`config.mk`:
```
export PLATFORM = sky130hd
export DESIGN_NAME = mem_access_unit
export DESIGN_NICKNAME = d
export VERILOG_FILES = /design/src/rtl/mem_access_unit.sv
export SDC_FILE = /design/constraint.sdc
export NUM_CORES = 1
export LEC_CHECK = 0
export BUFFER_PORTS_ARGS = -buffer_cell sky130_fd_sc_hd__clkbuf_2
export CAP_MARGIN = 20
export CORE_ASPECT_RATIO = 0.75
export CORE_MARGIN = 4
export CORE_UTILIZATION = 54
export CTS_CLUSTER_SIZE = 14
export DETAILED_ROUTE_END_ITERATION = 16
export GPL_TIMING_DRIVEN = 0
export PLACE_DENSITY = 0.94
export SYNTH_ARGS = -nofsm -noshare
export SYNTH_HDL_FRONTEND = slang
export SYNTH_SLANG_ARGS = --single-unit
```
`constraint.sdc`:
```
create_clock -name clk -period 7.9 [get_ports clk]
set_input_delay 1.58 -clock clk [delete_from_list [all_inputs] [get_ports clk]]
set_output_delay 1.58 -clock clk [all_outputs]
set_load 0.005 [all_outputs]
```
`src/rtl/mem_access_unit.sv`:
```
// MEM-stage load/store unit: turns a registered load/store into one request/ready
// bus access, holds the pipeline until it completes and extends the load result.
module mem_access_unit #(
  parameter int unsigned TIMEOUT = 16
) (
  input  logic        clk,
  input  logic        reset,
  input  logic        MemRead,
  input  logic        MemWrite,
  input  logic [2:0]  loadtype,
  input  logic [1:0]  storetype,
  input  logic [31:0] addr_in,
  input  logic [31:0] wdata_in,
  output logic        mem_req,
  output logic        mem_we,
  output logic [31:0] mem_addr,
  output logic [3:0]  mem_wstrb,
  output logic [31:0] mem_wdata,
  input  logic [31:0] mem_rdata,
  input  logic        mem_ready,
  output logic [31:0] load_data,
  output logic        mem_stall,
  output logic        mem_done,
  output logic        misalign,
  output logic        bus_err
);
  typedef enum logic [1:0] {S_IDLE, S_WAIT, S_DONE} state_e;

  localparam logic [7:0] CNT_LAST = 8'(TIMEOUT - 1);

  state_e      state_q;
  logic [7:0]  cnt_q;
  logic        req_q, we_q, done_q, misalign_q, bus_err_q;
  logic [31:0] addr_q, wdata_q, load_q;
  logic [3:0]  wstrb_q;
  logic [2:0]  ltype_q;
  logic [1:0]  lane_q;

  logic        op, is_word, is_half, misal;
  logic [1:0]  lane;
  logic [3:0]  wstrb_d;
  logic [31:0] wdata_d, addr_d;

  function automatic logic [31:0] extend(input logic [2:0] lt, input logic [1:0] lane_sel,
                                         input logic [31:0] rd);
    logic [31:0]        sh;
    logic signed [7:0]  b;
    logic signed [15:0] h;
    sh = rd >> {lane_sel, 3'b000};
    b  = sh[7:0];
    h  = lane_sel[1] ? rd[31:16] : rd[15:0];
    case (lt)
      3'd1:    extend = {{24{b[7]}}, b};
      3'd2:    extend = {24'd0, b};
      3'd3:    extend = {{16{h[15]}}, h};
      3'd4:    extend = {16'd0, h};
      default: extend = rd;
    endcase
  endfunction

  // A store takes precedence over a simultaneous load, so sizing follows MemWrite.
  always_comb begin
    lane    = addr_in[1:0];
    op      = MemWrite | MemRead;
    is_word = MemWrite ? (storetype == 2'd0 || storetype == 2'd3)
                       : !(loadtype inside {[3'd1:3'd4]});
    is_half = MemWrite ? (storetype == 2'd2) : (loadtype == 3'd3 || loadtype == 3'd4);
    misal   = (is_word && lane != 2'b00) || (is_half && lane[0]);
    addr_d  = {addr_in[31:2], 2'b00};
    wstrb_d = 4'b0000;
    wdata_d = wdata_in;
    if (MemWrite) begin
      case (storetype)
        2'd1: begin
          wstrb_d = 4'b0001 << lane;
          wdata_d = {4{wdata_in[7:0]}};
        end
        2'd2: begin
          wstrb_d = lane[1] ? 4'b1100 : 4'b0011;
          wdata_d = {2{wdata_in[15:0]}};
        end
        default: wstrb_d = 4'b1111;
      endcase
    end
  end

  // DONE exists only to let EX/MEM advance past the operation just serviced.
  always_ff @(posedge clk or posedge reset) begin
    if (reset) begin
      state_q    <= S_IDLE;
      cnt_q      <= 8'd0;
      req_q      <= 1'b0;
      we_q       <= 1'b0;
      addr_q     <= 32'd0;
      wstrb_q    <= 4'd0;
      wdata_q    <= 32'd0;
      load_q     <= 32'd0;
      ltype_q    <= 3'd0;
      lane_q     <= 2'd0;
      done_q     <= 1'b0;
      misalign_q <= 1'b0;
      bus_err_q  <= 1'b0;
    end else begin
      done_q     <= 1'b0;
      misalign_q <= 1'b0;
      bus_err_q  <= 1'b0;
      case (state_q)
        S_IDLE: begin
          if (op && misal) begin
            misalign_q <= 1'b1;
          end else if (op) begin
            req_q   <= 1'b1;
            we_q    <= MemWrite;
            addr_q  <= addr_d;
            wstrb_q <= wstrb_d;
            wdata_q <= wdata_d;
            ltype_q <= loadtype;
            lane_q  <= lane;
            cnt_q   <= 8'd0;
            state_q <= S_WAIT;
          end
        end
        S_WAIT: begin
          if (mem_ready) begin
            req_q   <= 1'b0;
            done_q  <= 1'b1;
            if (!we_q) load_q <= extend(ltype_q, lane_q, mem_rdata);
            state_q <= S_DONE;
          end else if (cnt_q == CNT_LAST) begin
            req_q     <= 1'b0;
            bus_err_q <= 1'b1;
            load_q    <= 32'd0;
            state_q   <= S_DONE;
          end else begin
            cnt_q <= cnt_q + 8'd1;
          end
        end
        S_DONE:  state_q <= S_IDLE;
        default: state_q <= S_IDLE;
      endcase
    end
  end

  assign mem_stall = (state_q == S_WAIT) || (state_q == S_IDLE && op && !misal);
  assign mem_req   = req_q;
  assign mem_we    = we_q;
  assign mem_addr  = addr_q;
  assign mem_wstrb = wstrb_q;
  assign mem_wdata = wdata_q;
  assign load_data = load_q;
  assign mem_done  = done_q;
  assign misalign  = misalign_q;
  assign bus_err   = bus_err_q;
endmodule
```
==> summary by stage <==
Synthesis
The synthesized area divided by synthesized cell count is 11.3 µm². Summing every instance area after synthesis gives 0.00583 mm². The most repeated cell in the gate-level netlist after synthesis is sky130_fd_sc_hd__dfrtp_1. Yosys mapped the design onto 65 distinct sky130hd cell types. Sorting the synthesized cells by how often they occur yields sky130_fd_sc_hd__dfrtp_1 (118), sky130_fd_sc_hd__mux2_2 (65), sky130_fd_sc_hd__nor2_1 (38).

The flip-flop and latch count after synthesis is 118. Synthesis produced 514 cells. The count of flip-flops with a built-in enable after synthesis is 0.

During synthesis, Yosys emitted a total of 0 warnings. The async set or reset register ratio after synthesis is 100%. Of the post-synthesis cell area, the dominant cell type holds 50.7%.

The part of the Yosys area used for sequential elements is 50.7%. The biggest area contributor in the post-synthesis netlist is sky130_fd_sc_hd__dfrtp_1. By area the synthesized netlist is led by sky130_fd_sc_hd__dfrtp_1 (51%), sky130_fd_sc_hd__mux2_2 (13%), sky130_fd_sc_hd__a22o_1 (3.6%). In the synthesized netlist the dominant register cell turns out to be sky130_fd_sc_hd__dfrtp_1.

Clocking
The number of buffers on the longest clock path is 2. Clock-pin slew was measured on the worst setup and hold paths at 0.06 ns. The post-CTS setup repair buffer count is 0. After clock tree synthesis, the repair step resized 0 gates. The clock insertion delay at the later pin of the skew report is 0.42 ns. TritonCTS built the clock tree.

The count of H-tree levels built during CTS is 4. The clock net in this run drives a total of 118 sinks. After clock tree synthesis, the flow added hold-fix buffers numbering 0. The TritonCTS buffer count is 17. In this run the clock root is driven by a sky130_fd_sc_hd__clkbuf_16.

Finish
The area growth from synthesis to layout is 32.0%. The number of antenna diodes is 0. The cell area after layout is 0.00769 mm². The fraction of layout instances using a drive strength above 1 is 44.9%. The layout filler cell count is 707. The number of non-filler instances in the completed layout is 893. The number of nets in the finished design is 853. For this run, the share of the core covered by cells in the final layout is 73.9%.

Setup path
STA classifies the critical path endpoint as an output port. On the critical path, the stage with the largest delay is an instance of sky130_fd_sc_hd__a2bb2oi_1. The number of cells on the worst reg-to-reg path is 7.

The worst register-to-register path begins at cnt_q[0]$_DFFE_PP0P_. STA classifies the critical path startpoint as an input pin. Walking the worst path, the cells encountered are clkbuf_2 -> inv_1 -> ha_1 -> nand2b_1 -> buf_2 -> o311a_1 -> a2bb2oi_1 -> nand2_1 -> clkbuf_2. In this run the critical register-to-register path is captured at load_data[25]$_DFFE_PP0P_. The required time of the critical path is 6.32 ns.

The critical path is of the in -> out type. The critical path ends at mem_stall. In this design, the stage delay of the slowest critical-path cell is 0.42 ns. The most frequent cell on the critical path is sky130_fd_sc_hd__clkbuf_2. Along the worst path, the maximum fanout reaches 9.

In this run the worst setup path begins at storetype[0]. Data on the critical path arrives at its endpoint at 3.40 ns. For flop-to-flop paths, the worst setup slack is 5.51 ns.

Floorplan
The core area is 0.0104 mm². Once the floorplan was initialized, standard cells occupied 56.0% of the core. The number of rows in the core area is 32. Pin placement for this block handled 212 I/O pins.

The die covers 0.0125 mm². From bottom edge to top edge, the die measures 98.0 µm. The floorplan step set the die width to 128 µm.

Routing
The average wire per cell in the routed design is 19.3 µm. In the routed layout, each cell is associated on average with a via count of 5.92. The total via count in the routed design is 5,284. The remaining antenna violation count is 0. The number of iterations in the first detailed-routing pass is 5. The wire length reported by the detailed router is 17.2 mm. The post-route DRC violation count is 0. The violation count after the first detailed-routing iteration is 533.

Timing
The worst-case setup margin in the final layout is 2.92 ns. The achievable frequency is 0.201 GHz. The worst-margin pin slew is 0.767 ns. The number of hold-slack violations in the final timing report is 0. Setup violations remaining at the end of the flow were counted as 0. The clock arrives with 0.0132 ns of skew. The aggregate negative setup slack is 0 ns. Setup repair after global routing left no endpoint under its margin. The post-layout minimum cycle time is 4.98 ns. The final max-slew violation count came to 0. The final worst-path cycle share is 63.0%.

The max-slew headroom at the worst pin is 48.8%. The worst hold slack after final layout is 0.493 ns.

Min path
In this run the worst hold path is classified as reg -> reg. The depth of the worst hold-timing path is 2. The startpoint identified for the worst hold timing path is load_data[18]$_DFFE_PP0P_.

Placed design
The minimum setup slack after placement is 2.93 ns. The placed wire-length estimate after detailed placement is 12.7 mm. The global placement routability congestion is 0.917.

The number of placed instances, taps included, is 861. The number of port buffers is 209. The total placed instance area is 0.00708 mm².

Global route
The first global-routing pass estimated 28.0 mm of wire. The overall fraction of global-route tracks in use is 28.0%. The maximum number of pins on one net before global-route repair is 71. The number of global-route vias before repair is 5,662. The final global-route overflow total is 0. The number of antenna violations at the first check in global routing is 0.

Run
The tool flagged a number of max-cap violations equal to 0.

Power and ir drop
The design draws 3.07 mW. The peak ir drop on the vdd network is 0.250 mV. The leakage power summed over all cells is 3.79 nW. Dividing total power by cell area gives a power density of 399 mW/mm².

Outcome
The flow ran to the end, and the final reports show no timing, DRC or antenna violations.
how the worst min path moves through the flow:
stage / end / slack, ns
after floorplan: load_data[7]$_DFFE_PP0P_ / 0.47
after global placement: load_data[25]$_DFFE_PP0P_ / 0.46
after detailed placement: load_data[27]$_DFFE_PP0P_ / 0.49
after CTS: load_data[27]$_DFFE_PP0P_ / 0.50
after global routing: load_data[16]$_DFFE_PP0P_ / 0.52
final: load_data[18]$_DFFE_PP0P_ / 0.49
routing by layer:
layer  share of wire (%)  track usage (%)  wire [µm]
met1                  37             33.3       6420
met2                  50             47.7       8700
met3                 9.2             7.76       1590
met4                 3.0             12.1        509
met5                   0                0          0
cells by family (layout without fill, tap and decap cells):
| family | after synthesis | after routing | share of synthesized area (%) |
|---|---|---|---|
| buffers and inverters | 56 | 298 | 5.15 |
| flip-flops | 118 | 118 | 50.7 |
| adder cells (fa/ha/maj) | 3 | 3 | 0.644 |
| AO/OA/AOI/OAI | 134 | 134 | 17.0 |
| AND/OR/NAND/NOR | 114 | 114 | 9.85 |
| XOR/XNOR | 8 | 8 | 1.20 |
| multiplexers | 80 | 80 | 15.4 |
| other | 1 | 2 | 0.0643 |
area by class of cell:
class | count | area, µm² | area share, %
clock buffer | 18 | 439 | 5.71
multi-input combinational | 341 | 2580 | 33.5
inverter | 21 | 81.3 | 1.06
sequential | 118 | 2950 | 38.4
clock inverter | 14 | 174 | 2.26
timing repair buffer | 210 | 1070 | 14.0
buffer | 35 | 221 | 2.88
tap | 136 | 170 | 2.21
report_power, final:
group	switching [mW]	internal (mW)	leakage [nW]
Combinational	0.601	0.615	2.04
Sequential	0.175	0.877	1.46
Clock	0.290	0.507	0.290
worst max-delay path, delay by kind of cell:
kind,cells,cell delay [ns]
AO/OA/AOI/OAI,2,0.72
adder cells (fa/ha/maj),1,0.35
buffers and inverters,4,0.49
AND/OR/NAND/NOR,2,0.25
layout by cell type (no fill, tap or decap), types with 16 or more instances in the layout:
cell type,netlist,layout
sky130_fd_sc_hd__nor2_1,38,38
sky130_fd_sc_hd__mux2_2,65,65
sky130_fd_sc_hd__dfrtp_1,118,118
sky130_fd_sc_hd__inv_1,21,20
sky130_fd_sc_hd__a21oi_1,16,16
sky130_fd_sc_hd__o21ai_0,29,29
sky130_fd_sc_hd__nand2_1,27,27
sky130_fd_sc_hd__clkbuf_2,0,209
sky130_fd_sc_hd__a22o_1,24,24
sky130_fd_sc_hd__clkbuf_16,0,17
state kept, by name, indices dropped and copies added (netlist names):
| register | flops |
|---|---|
| load_data | 32 |
| mem_wdata | 32 |
| mem_addr | 30 |
| cnt_q | 8 |
| mem_wstrb | 4 |
| ltype_q | 3 |
| lane_q | 2 |
| state_q | 2 |
| bus_err | 1 |
| mem_done | 1 |
| mem_req | 1 |
| mem_we | 1 |
| misalign | 1 |
(Power assumes the default switching activity.)
